==> config.mk <==
export PLATFORM = sky130hd
export DESIGN_NAME = if_fetch_stage_flat
export DESIGN_NICKNAME = d
export VERILOG_FILES = /design/src/rtl/if_fetch_stage_if.sv /design/src/rtl/if_fetch_stage.sv /design/src/flat_wrapper.sv
export SDC_FILE = /design/constraint.sdc
export NUM_CORES = 1
export LEC_CHECK = 0
export CORE_MARGIN = 1
export CORE_UTILIZATION = 47
export CTS_BUF_LIST = sky130_fd_sc_hd__clkbuf_4 sky130_fd_sc_hd__clkbuf_8 sky130_fd_sc_hd__clkbuf_16
export DETAILED_ROUTE_END_ITERATION = 8
export MAX_ROUTING_LAYER = met4
export PLACE_DENSITY = 0.81
export SLEW_MARGIN = 20
export SYNTH_ARGS = -nofsm -noshare
export SYNTH_HDL_FRONTEND = slang
export SYNTH_SLANG_ARGS = --single-unit
==> constraint.sdc <==
create_clock -name CLK -period 2.6 [get_ports CLK]
set_input_delay 0.39 -clock CLK [delete_from_list [all_inputs] [get_ports CLK]]
set_output_delay 0.39 -clock CLK [all_outputs]
set_load 0.01 [all_outputs]
==> src/rtl/if_fetch_stage_if.sv <==
// Instruction-memory request channel between the fetch stage (master) and
// the instruction memory (slave).
//
// Handshake: the master holds IMEM_REQ=1 with a stable IMEM_ADDR. The slave
// answers by raising IMEM_READY for one cycle with IMEM_RDATA valid in that
// same cycle. A request is complete in the cycle with IMEM_REQ=1 and
// IMEM_READY=1. Until then the address must not change.
interface if_fetch_stage_if;
  logic        IMEM_REQ;
  logic [31:0] IMEM_ADDR;
  logic        IMEM_READY;
  logic [31:0] IMEM_RDATA;

  modport master (
    output IMEM_REQ,
    output IMEM_ADDR,
    input  IMEM_READY,
    input  IMEM_RDATA
  );

  modport slave (
    input  IMEM_REQ,
    input  IMEM_ADDR,
    output IMEM_READY,
    output IMEM_RDATA
  );
endinterface

==> src/rtl/if_fetch_stage.sv <==
// Instruction fetch stage: owns the PC, talks to instruction memory over a
// req/ready channel and fills the IF/ID pipeline register. Hazard-unit
// stalls, memory wait states and branch/jump redirects are handled here.
// A redirect that lands while a memory request is still outstanding parks
// the FSM in DROP. The stale address stays on the bus until the memory
// answers, and that answer is thrown away.
module if_fetch_stage #(
  parameter logic [31:0] RESET_PC  = 32'h0000_0000,
  parameter logic [31:0] NOP_INSTR = 32'h0000_0000
) (
  input  logic                   CLK,
  input  logic                   RESET,
  input  logic                   PCWrite,
  input  logic                   IFIDWrite,
  input  logic                   IF_Flush,
  input  logic [31:0]            Redirect_PC,
  if_fetch_stage_if.master       imem,
  output logic [31:0]            IF_PC_4,
  output logic [31:0]            ID_PC_4,
  output logic [31:0]            ID_INSTR,
  output logic                   ID_VALID,
  output logic                   Fetch_Stall,
  output logic [1:0]             dbg_state_o
);

  typedef enum logic [1:0] {
    S_FETCH = 2'd0,
    S_WAIT  = 2'd1,
    S_DROP  = 2'd2
  } state_t;

  state_t      state_q, state_d;
  logic [31:0] pc_q, pc_d;
  logic [31:0] stale_q, stale_d;
  logic        req_q;
  logic [31:0] id_pc4_q, id_pc4_d;
  logic [31:0] id_instr_q, id_instr_d;
  logic        id_valid_q, id_valid_d;
  logic [31:0] pc_plus4;

  assign pc_plus4 = pc_q + 32'd4;

  // State and pipeline registers; reset abandons any outstanding request.
  always_ff @(posedge CLK or negedge RESET) begin
    if (!RESET) begin
      state_q    <= S_FETCH;
      pc_q       <= RESET_PC;
      stale_q    <= 32'h0;
      req_q      <= 1'b0;
      id_pc4_q   <= 32'h0;
      id_instr_q <= NOP_INSTR;
      id_valid_q <= 1'b0;
    end else begin
      state_q    <= state_d;
      pc_q       <= pc_d;
      stale_q    <= stale_d;
      req_q      <= 1'b1;
      id_pc4_q   <= id_pc4_d;
      id_instr_q <= id_instr_d;
      id_valid_q <= id_valid_d;
    end
  end

  // Next-state, PC and IF/ID update. Nothing moves until the first request
  // has gone out after reset.
  always_comb begin
    state_d    = state_q;
    pc_d       = pc_q;
    stale_d    = stale_q;
    id_pc4_d   = id_pc4_q;
    id_instr_d = id_instr_q;
    id_valid_d = id_valid_q;

    if (req_q) begin
      if (state_q == S_DROP) begin
        // The word returning for the stale address is never used.
        if (IF_Flush) begin
          pc_d       = Redirect_PC;
          id_pc4_d   = 32'h0;
          id_instr_d = NOP_INSTR;
          id_valid_d = 1'b0;
        end else if (IFIDWrite) begin
          id_pc4_d   = pc_plus4;
          id_instr_d = NOP_INSTR;
          id_valid_d = 1'b0;
        end
        // Once the stale request completes, the bus is free for the new PC.
        if (imem.IMEM_READY) begin
          state_d = S_FETCH;
        end
      end else begin
        if (IF_Flush) begin
          pc_d       = Redirect_PC;
          id_pc4_d   = 32'h0;
          id_instr_d = NOP_INSTR;
          id_valid_d = 1'b0;
          if (imem.IMEM_READY) begin
            state_d = S_FETCH;
          end else begin
            // The address must stay put until memory answers.
            state_d = S_DROP;
            stale_d = pc_q;
          end
        end else if (imem.IMEM_READY) begin
          state_d = S_FETCH;
          // On a hazard stall the word is discarded and PC re-requested.
          if (PCWrite && IFIDWrite) begin
            pc_d       = pc_plus4;
            id_pc4_d   = pc_plus4;
            id_instr_d = imem.IMEM_RDATA;
            id_valid_d = 1'b1;
          end
        end else begin
          state_d = S_WAIT;
          if (IFIDWrite) begin
            id_pc4_d   = pc_plus4;
            id_instr_d = NOP_INSTR;
            id_valid_d = 1'b0;
          end
        end
      end
    end
  end

  assign imem.IMEM_REQ  = req_q;
  assign imem.IMEM_ADDR = (state_q == S_DROP) ? stale_q : pc_q;
  assign Fetch_Stall    = req_q && ((state_q == S_DROP) || !imem.IMEM_READY);
  assign IF_PC_4        = pc_plus4;
  assign ID_PC_4        = id_pc4_q;
  assign ID_INSTR       = id_instr_q;
  assign ID_VALID       = id_valid_q;
  assign dbg_state_o    = state_q;

endmodule

==> src/flat_wrapper.sv <==
// flat-port wrapper written by rule: the top's interface ports become plain ports
module if_fetch_stage_flat 
#(
  parameter logic [31:0] RESET_PC  = 32'h0000_0000,
  parameter logic [31:0] NOP_INSTR = 32'h0000_0000
)
  (CLK, RESET, PCWrite, IFIDWrite, IF_Flush, Redirect_PC, IF_PC_4, ID_PC_4, ID_INSTR, ID_VALID, Fetch_Stall, dbg_state_o, imem_IMEM_REQ, imem_IMEM_ADDR, imem_IMEM_READY, imem_IMEM_RDATA);
  if_fetch_stage_if imem_i ();
  input  logic CLK;
  input  logic RESET;
  input  logic PCWrite;
  input  logic IFIDWrite;
  input  logic IF_Flush;
  input  logic [31:0] Redirect_PC;
  output logic [31:0] IF_PC_4;
  output logic [31:0] ID_PC_4;
  output logic [31:0] ID_INSTR;
  output logic ID_VALID;
  output logic Fetch_Stall;
  output logic [1:0] dbg_state_o;
  output wire logic [$bits(imem_i.IMEM_REQ)-1:0] imem_IMEM_REQ;
  output wire logic [$bits(imem_i.IMEM_ADDR)-1:0] imem_IMEM_ADDR;
  input wire logic [$bits(imem_i.IMEM_READY)-1:0] imem_IMEM_READY;
  input wire logic [$bits(imem_i.IMEM_RDATA)-1:0] imem_IMEM_RDATA;
  assign imem_IMEM_REQ = imem_i.IMEM_REQ;
  assign imem_IMEM_ADDR = imem_i.IMEM_ADDR;
  assign imem_i.IMEM_READY = imem_IMEM_READY;
  assign imem_i.IMEM_RDATA = imem_IMEM_RDATA;
  if_fetch_stage #(.RESET_PC(RESET_PC), .NOP_INSTR(NOP_INSTR)) u_core (.CLK(CLK), .RESET(RESET), .PCWrite(PCWrite), .IFIDWrite(IFIDWrite), .IF_Flush(IF_Flush), .Redirect_PC(Redirect_PC), .imem(imem_i), .IF_PC_4(IF_PC_4), .ID_PC_4(ID_PC_4), .ID_INSTR(ID_INSTR), .ID_VALID(ID_VALID), .Fetch_Stall(Fetch_Stall), .dbg_state_o(dbg_state_o));
endmodule
==> results_dict.tcl, run 1 <==
set metrics [dict create \
    ys.flop_type "dfrtp_1" \
    cp_cell_sequence "buf_4 > nand4_4 > or4_4 > buf_6 > or2_4 > xnor2_2 > buf_2" \
    overflow 0 \
    track_usage_pct 33.02 \
    violations "negative setup slack" \
    ctsHtreeMaxLevel 4 \
    grt_busiest_layer "met2" \
    grt_util_met3_pct 7.397 \
    use_met1_pct 39.32 \
    synthCells 676 \
    met2_usage_pct 52.70 \
    vias_per_cell 6.091 \
    synth.top_cell.area_share_pct 49.04 \
    row_count 43 \
    num_vias 6895 \
    max_freq_mhz 366.6 \
    grt_start_max_net_pins 91 \
    slew_headroom_pct 29.18 \
    grt_pass1_vias 6955 \
    globalplace.congestion 0.9262 \
    fill_cells 887 \
    fin_worst_skew_ns 0.007086 \
    initialDrtViolationCount 615 \
    rsz0062_at_grt "true" \
    nets 1006 \
    start_kind "register" \
    path_max_fanout 4 \
    drtAntennaViolNets 0 \
    endpoint_kind "primary output" \
    async_flop_share_pct 100.0 \
    die-area_sq_mm 0.01481 \
    cp.depth 7 \
    slowest_stage "or4_4" \
    io_pins 203 \
    yosysSeqAreaShare_pct 49.04 \
    r2r_slack_ns 0.23 \
    place_hpwl_um 15300 \
    post-route-period-util_pct 104.9 \
    wl_per_cell_um 20.94 \
    clkLatencyLatePin_ns 0.42 \
    clk_path_buf_depth 2 \
    synth_enable_flop_cells 0 \
    synth_cell_type_count 62 \
    antenna_found_initial 1 \
    coreArea_sq_mm 0.01393 \
    drc 0 \
    drv_slew 0 \
    critical-path-top-delay-family "simple AND/OR/NAND/NOR gates" \
    path_class "reg2out" \
    status "finished with violations" \
    setup_violations 12 \
    area_delta_synth_final_pct 56.81 \
    reg2reg_depth 8 \
    synth_top_cells_by_area "dfrtp_1 49%, a22o_1 6.5%, nand2_1 5.8%" \
    yosys_warnings 0 \
    p_per_area_mw_per_mm2 756.6 \
    port_buffers 202 \
    cpPeakStageDelay_ns 0.62 \
    hold_path.class "in2async" \
    initial_core_util_pct 48.33 \
    syn_nets 747 \
    die_h_um 121.7 \
    hold_slack_ns 0.4555 \
    period_minus_slack_ns 2.728 \
    route.final.wire_length_um 23700 \
    setup_slack_ns -0.1280 \
    worstMarginPinSlew_ns 1.058 \
    cts_root_buffer "clkbuf_16" \
    p_leak_uw 0.004797 \
    cts_sinks 132 \
    die_width_um 121.7 \
    regToRegStartpoint "u_core.pc_q[2]" \
    synth_seq_cells 132 \
    syn-cell-area_sq_mm 0.006735 \
    dr.pass1.iters 7 \
    cp-startpoint "u_core.pc_q[2]" \
    required_ns 2.21 \
    avgSynthCellArea_sq_um 9.963 \
    tritoncts.num_buffers 17 \
    timing.rr.end "u_core.pc_q[29]" \
    worst-path-buf-inv 3 \
    clkTransAtPathRegs_ns 0.06 \
    final_hold_viol_count 0 \
    critical_path_arrival_ns 2.34 \
    pre_cts_ws_ns -0.2363 \
    synth_top_cell_by_area "dfrtp_1" \
    grt_pass1_wl_um 36060 \
    cap_viol_max_count 0 \
    cts_tree "yes" \
    drive_above_1_share_pct 25.87 \
    crit_path_end "IF_PC_4[23]" \
    timing.setup.tns_ns -0.6265 \
    irDropWorstVdd_mv 0.3993 \
]
[through the flow]
stage                     cells  cell area (sq um)  util, %  total power [uW]
after floorplan             676               6735        -              3883
after global placement     1076               9437    67.72              5161
after detailed placement   1076               9437    67.72              5245
after CTS                  1121              10350    74.30              7902
after global routing       1132              10560    75.79              8343
final                      1132              10560    75.79              7991
[power breakdown]
| part | leakage [uW] | internal, uW | total, uW | switching [uW] |
|---|---|---|---|---|
| Clock | 0.000313 | 1750 | 2630 | 888 |
| Combinational | 0.00283 | 1350 | 2620 | 1270 |
| Sequential | 0.00165 | 2460 | 2740 | 281 |
[kinds of logic after synthesis]
logic type | after synthesis | synth area share (%)
XOR/XNOR | 26 | 3.381
flip-flops | 132 | 49.04
buffers and inverters | 89 | 5.517
AND/OR/NAND/NOR | 222 | 16.44
AO/OA/AOI/OAI | 171 | 19.69
multiplexers | 34 | 5.685
other | 1 | 0.05568
adder cells (fa/ha/maj) | 1 | 0.1857
[synth_stat cells, types with 4 or more instances]
master and n:
a221o_1 13, clkbuf_1 49, nand4_1 8, o21ai_0 27, and3_1 14, nand2_1 104
nor3_1 13, xor2_1 8, buf_2 9, nor4_1 8, or3_1 8, o22ai_1 4
o211a_1 5, a32oi_1 4, o211ai_1 12, o311a_1 5, mux2_2 34, dfrtp_1 132
inv_1 19, nor2_1 19, and2_1 5, o21a_1 5, a21oi_1 16, o2bb2ai_1 6
a22o_1 50, or4_1 5, buf_1 7, nand3_1 19, xnor2_1 18
[flip-flops by register name, summed over array words and instances (netlist names)]
name,count
u_core.ID_INSTR,32
u_core.ID_PC_4,32
u_core.pc_q,32
u_core.stale_q,32
u_core.dbg_state_o,2
u_core.ID_VALID,1
u_core.imem.IMEM_REQ,1
[per-layer routing]
layer  vias to the layer above  part of all wire (%)
li1                       2979                     -
met1                      3338                    39
met2                       461                    49
met3                       117                   8.7
met4                         0                   4.0
met5                         -                     0
[cell type report]
class	count	area, sq um	area share (%)
inverter	19	71.32	0.6753
tap	180	225.2	2.132
timing repair buffer	310	2882	27.28
antenna	5	12.51	0.1185
clock buffer	21	461.7	4.372
clock inverter	10	180.2	1.706
sequential	132	3306	31.30
multi-input combinational	455	3423	32.41
[timing repair]
| item | CTS | global route |
|---|---|---|
| resized for setup | 113 | 34 |
| buffers inserted | 13 | 7 |
| hold buffers | 1 | 0 |
| hold endpoints to repair | 42 | 0 |
| setup endpoints to repair | 28 | 46 |
| pin swaps | 16 | 12 |
[placed cells by master, fill, tap and decap left out, drive strengths merged, types with 5 or more instances in the layout]
cell | netlist | layout
diode | 0 | 5
nand4 | 10 | 10
o2bb2ai | 6 | 6
inv | 19 | 19
mux2 | 34 | 34
o211a | 5 | 5
a21oi | 16 | 16
dlymetal6s2s | 0 | 5
or4 | 8 | 8
clkbuf | 49 | 22
buf | 21 | 121
a221o | 13 | 13
bufinv | 0 | 5
nor2 | 20 | 20
dfrtp | 132 | 132
or3 | 8 | 8
o21ai | 27 | 27
o211ai | 14 | 14
dlygate4sd2 | 0 | 8
nor4 | 9 | 9
o311a | 5 | 5
and3 | 14 | 14
nor3 | 14 | 14
o21a | 5 | 5
a22o | 50 | 50
clkdlybuf4s50 | 0 | 171
xor2 | 8 | 8
nand2 | 104 | 104
nand3 | 19 | 19
and2 | 5 | 5
xnor2 | 18 | 18
[worst min path at each step]
stage	startpoint	to	slack, ns	cells past startpoint
floorplan	RESET	u_core.ID_INSTR[0]	0.09	0
global placement	RESET	u_core.ID_INSTR[3]	0.31	1
detailed placement	RESET	u_core.ID_INSTR[8]	0.32	1
CTS	RESET	u_core.ID_INSTR[8]	0.47	2
global route	RESET	u_core.ID_PC_4[15]	0.49	2
finish	RESET	u_core.ID_PC_4[8]	0.46	2
No activity file was read; power rests on OpenSTA's default activity.
==> run 2, diff against run 1 <==
CTS_BUF_LIST = sky130_fd_sc_hd__clkbuf_4   (was sky130_fd_sc_hd__clkbuf_4 sky130_fd_sc_hd__clkbuf_8 sky130_fd_sc_hd__clkbuf_16)
==> run 2 against run 1 <==
Against the previous run:
- the flow still finishes with violations (negative setup slack)
- first-iteration DRC count grew 13%
- register-to-register slack barely moved
- sequential power about the same
- critical path depth decreased by 1
- worst setup slack worse by 0.085 ns
- clock skew up 0.013 ns
- sequential cell count is the same
- final area rose by 0.12%
- sequential share of layout area hardly changed
==> results_dict.tcl, run 2 (synthesis results as in run 1) <==
set metrics [dict create \
    status "finished with violations" \
    violations "negative setup slack" \
    mostFrequentLayoutCell "clkdlybuf4s50_1" \
    area_delta_synth_final_pct 56.99 \
    p_per_area_mw_per_mm2 668.4 \
    overflow 0 \
    power_uw 7067 \
    nets 1027 \
    cp_cell_sequence "nand4_4 > or4_4 > buf_8 > nor3_4 > xor2_1 > buf_2" \
    vias_per_cell 6.062 \
    port_buffers 202 \
    final_cell_mix "146 x clkdlybuf4s50_1, 131 x dfrtp_1, 106 x buf_4" \
    layout.cells.non_filler 1154 \
    grt_pass1_vias 7001 \
    num_vias 6995 \
    drtAntennaViolNets 0 \
    die-area_sq_mm 0.01481 \
    route.final.wire_length_um 24120 \
    wl_per_cell_um 20.90 \
    drc 0 \
    globalplace.congestion 0.9262 \
    start_kind "register" \
    rsz0062_at_grt "true" \
    track_usage_pct 33.42 \
    drv_slew 0 \
    path_max_fanout 4 \
    clk_path_buf_depth 2 \
    initialDrtViolationCount 694 \
    hold_path.class "in2async" \
    required_ns 2.21 \
    critical_path_arrival_ns 2.42 \
    p_leak_uw 0.004992 \
    dr.pass1.iters 5 \
    setup_violations 16 \
    clkLatencyLatePin_ns 0.55 \
    row_count 43 \
    period_minus_slack_ns 2.813 \
    slowest_stage "or4_4" \
    slew_headroom_pct 27.58 \
    cap_viol_max_count 0 \
    coreArea_sq_mm 0.01393 \
    clkTransAtPathRegs_ns 0.11 \
    initial_core_util_pct 48.33 \
    grt_start_max_net_pins 91 \
    placedCellCount 1076 \
    io_pins 203 \
    cpPeakStageDelay_ns 0.60 \
    cts_sinks 132 \
    place_hpwl_um 15300 \
    die_width_um 121.7 \
    setup_slack_ns -0.2131 \
    final_hold_viol_count 0 \
    max_freq_mhz 355.5 \
    dpl-instance-area_sq_mm 0.009437 \
    worstMarginPinSlew_ns 1.082 \
    cts_root_buffer "clkbuf_4" \
    grt_pass1_wl_um 36450 \
    cts_tree "yes" \
    endpoint_kind "primary output" \
    pre_cts_ws_ns -0.2363 \
    die_h_um 121.7 \
    ctsHtreeMaxLevel 4 \
    path_class "reg2out" \
    post-route-period-util_pct 108.2 \
    fin_worst_skew_ns 0.02044 \
    fin_area_sq_mm 0.01057 \
    antenna_found_initial 1 \
    hold_slack_ns 0.3205 \
    drive_above_1_share_pct 29.13 \
    tritoncts.num_buffers 17 \
    irDropWorstVdd_mv 0.3054 \
]
[run 2: power by group]
part | switching [uW] | internal [uW]
logic | 1310 | 1390
clock network | 760 | 878
registers | 281 | 2450
total | 2350 | 4720
[run 2: cell type report]
| type | count | area [sq um] |
|---|---|---|
| sequential | 132 | 3304 |
| fill | 895 | 3361 |
| clock buffer | 20 | 150.1 |
| inverter | 19 | 71.32 |
| tap | 180 | 225.2 |
| multi-input combinational | 455 | 3487 |
| clock inverter | 11 | 183.9 |
| antenna | 6 | 15.01 |
| timing repair buffer | 331 | 3137 |
[run 2: what timing repair did]
item | CTS | global route
pin swaps | 29 | 18
buffers inserted | 25 | 13
resized for setup | 157 | 57
hold buffers | 1 | 0
hold endpoints to repair | 42 | 0
cloned | 1 | 1
endpoints found under the setup margin | 56 | 53
[run 2: critical path, delay by kind of cell (launching register included)]
family        cells  cell delay, ns
xor+xnor          1            0.20
flops             1            0.42
buf+inv           2            0.32
simple gates      3            0.95
[run 2: metal layers]
layer	global-route usage [%]	vias to the layer above	share of wire, %
met5	-	-	0
met4	15.12	0	4.1
met3	7.257	110	9.6
met2	53.23	461	48
met1	40.71	3402	38
li1	-	3022	-
[run 2: worst paths after layout]
path	depth (start not counted)	slack [ns]	endpoint	start
max in group asynchronous	3	1.45	u_core.ID_PC_4[12]	RESET
worst min-delay path	2	0.32	u_core.ID_INSTR[3]	RESET
worst max register to register	6	0.24	u_core.ID_INSTR[4]	u_core.dbg_state_o[0]
worst max-delay path	6	-0.21	IF_PC_4[24]	u_core.pc_q[7]
worst min register to register	1	0.50	u_core.ID_VALID	u_core.ID_VALID
min in group CLK	3	0.45	u_core.pc_q[3]	Redirect_PC[3]
[run 2: per-stage QoR]
stage	setup TNS [ns]	util, %
after floorplan	0	-
after global routing	-3.466	75.86
after detailed placement	-1.022	67.72
final	-1.837	75.88
after CTS	-1.423	73.64
after global placement	-0.8774	67.72
==> run 3, diff against run 2 <==
ABC_AREA = 0   (was unset)
CORE_UTILIZATION = 40   (was 47)
CTS_CLUSTER_SIZE = 14   (was unset)
PLACE_DENSITY = 0.71   (was 0.81)
==> run 3 against run 2 <==
Against the previous run:
- the run still ends with negative setup slack left
- clock power shrank 13%
- fmax grew 0.47%
- clock-buffer cell count fell by 3
- power decreased by 4.2%
- die area grew 17%
- final area is 0.94% lower
- combinational power decreased by 3%
- routed wire length is 6.0% lower
==> results_dict.tcl, run 3 (synthesis results as in run 1) <==
set metrics [dict create \
    fin_worst_skew_ns 0.01690 \
    path_class "reg2out" \
    area_delta_synth_final_pct 55.53 \
    fin_util_pct 63.39 \
    clkLatencyLatePin_ns 0.56 \
    cp_cell_sequence "nand4_2 > buf_6 > or4_4 > buf_4 > nor2_4 > xor2_1 > buf_2" \
    cp-startpoint "u_core.pc_q[9]" \
    p_sw_uw 2358 \
    route.final.wire_length_um 22670 \
    post-route-period-util_pct 107.7 \
    row_count 47 \
    p_clk_share_pct 21.0 \
    mostFrequentLayoutCell "clkdlybuf4s50_1" \
    port_buffers 202 \
    die_width_um 131.8 \
    pwr-share-seq_pct 40.1 \
    drtAntennaViolNets 0 \
    cpPeakStageDelay_ns 0.60 \
    place_hpwl_um 15030 \
    seq_area_sq_mm 0.003306 \
    p_per_area_mw_per_mm2 646.1 \
    cts_root_buffer "clkbuf_4" \
    required_ns 2.21 \
    period_minus_slack_ns 2.800 \
    clk_path_buf_depth 2 \
    initial_core_util_pct 40.76 \
    rsz0062_at_grt "true" \
    cts_tree "yes" \
    globalplace.congestion 0.8704 \
    grt_pass1_wl_um 34620 \
    grt_start_max_net_pins 73 \
    cap_viol_max_count 0 \
    final_hold_viol_count 0 \
    p_int_uw 4409 \
    overflow 0 \
    drc 0 \
    power_uw 6768 \
    start_kind "register" \
    drive_above_1_share_pct 28.70 \
    path_max_fanout 4 \
    regToRegStartpoint "u_core.pc_q[9]" \
    tritoncts.num_buffers 17 \
    setup_slack_ns -0.2000 \
    status "finished with violations" \
    die-area_sq_mm 0.01736 \
    fill_cells 1302 \
    slew_headroom_pct 51.25 \
    p_sw_share_pct 34.85 \
    initialDrtViolationCount 503 \
    dr.pass1.iters 5 \
    wl_per_cell_um 19.11 \
    clkTransAtPathRegs_ns 0.13 \
    cts_sinks 132 \
    setup_violations 14 \
    coreArea_sq_mm 0.01652 \
    critical_path_arrival_ns 2.41 \
    track_usage_pct 26.43 \
    combinationalPowerShare_pct 38.9 \
    worstMarginPinSlew_ns 0.7313 \
    hold_path.class "in2async" \
    grt_pass1_vias 6286 \
    die_h_um 131.8 \
    vias_per_cell 5.511 \
    antenna_found_initial 1 \
    nets 1023 \
    p_leak_uw 0.004760 \
    num_vias 6536 \
    slowest_stage "or4_4" \
    timing.setup.tns_ns -1.500 \
    multi_input_area_sq_mm 0.003453 \
    final_cell_mix "156 x clkdlybuf4s50_1, 130 x dfrtp_1, 103 x nand2_1" \
    irDropWorstVdd_mv 0.3513 \
    drv_slew 0 \
    violations "negative setup slack" \
    max_freq_mhz 357.1 \
    io_pins 203 \
    ctsHtreeMaxLevel 4 \
    endpoint_kind "primary output" \
]
==> run 3: changes by cell type in the layout (fill, tap and decap cells not counted), sizes merged <==
| cell | delta |
|---|---|
| buf | -5 |
| clkdlybuf4s50 | +10 |
| dlygate4sd2 | +11 |
| clkinv | +4 |
| bufinv | -3 |
| inv | +3 |
| clkbuf | -4 |
| bufbuf | -1 |
| dlymetal6s2s | -18 |
| diode | -5 |
==> run 3: area by class of cell <==
cell class | count | share of cell area, %
antenna | 1 | 0.02389
tap | 220 | 2.628
inverter | 19 | 0.7047
timing repair buffer | 327 | 29.41
clock inverter | 15 | 1.493
clock buffer | 17 | 1.218
sequential | 132 | 31.56
multi-input combinational | 455 | 32.97
==> run 3: per-stage QoR <==
stage / worst slack [ns] / cell area [sq um] / hold WS, ns / cells
detailed placement: -0.2339 / 9539 / 0.4710 / 1118
global route: -0.3069 / 10480 / 0.3930 / 1186
global placement: -0.2443 / 9539 / 0.4625 / 1118
floorplan: 0.1780 / 6735 / 0.09441 / 676
CTS: -0.2144 / 10230 / 0.3738 / 1173
finish: -0.2000 / 10480 / 0.4010 / 1186
==> run 3: final timing paths <==
kind / cells after the start / slack, ns / endpoint
setup / recovery: 7 / -0.20 / IF_PC_4[27]
hold / removal: 2 / 0.40 / u_core.ID_PC_4[7]
setup reg to reg: 7 / 0.32 / u_core.pc_q[29]
hold reg to reg: 1 / 0.50 / u_core.ID_VALID
max in group asynchronous: 3 / 1.51 / u_core.stale_q[20]
min in group CLK: 2 / 0.42 / u_core.ID_INSTR[13]
==> run 3: worst max-delay path, delay by kind of cell (launching register included) <==
kind	cells	cell delay, ns
flip-flops	1	0.41
XOR/XNOR	1	0.16
AND/OR/NAND/NOR	3	0.80
buffers and inverters	3	0.47
==> run 3: timing repair <==
| item | CTS | global route |
|---|---|---|
| endpoints found under the setup margin | 56 | 40 |
| endpoints found under the hold margin | 70 | 0 |
| setup buffers | 22 | 11 |
| pin swaps | 27 | 13 |
| gates cloned | 0 | 1 |
| hold buffers | 1 | 0 |
| resized for setup | 158 | 32 |
==> run 3: power groups by stage <==
stage | logic [uW] | clock network (uW) | registers [uW]
finish | 2630 | 1420 | 2710
detailed placement | 2500 | 0 | 2750
floorplan | 1150 | 0 | 2740
global placement | 2480 | 0 | 2730
global route | 2820 | 1540 | 2760
CTS | 2540 | 1460 | 2700
==> run 3: layer usage <==
| layer | routed length [um] | up-vias | GRT usage [%] |
|---|---|---|---|
| met1 | 9758 | 3159 | 35.30 |
| met5 | 0 | - | - |
| met2 | 10800 | 328 | 40.62 |
| met4 | 463 | 0 | 8.979 |
| met3 | 1643 | 39 | 4.691 |
| li1 | - | 3010 | - |
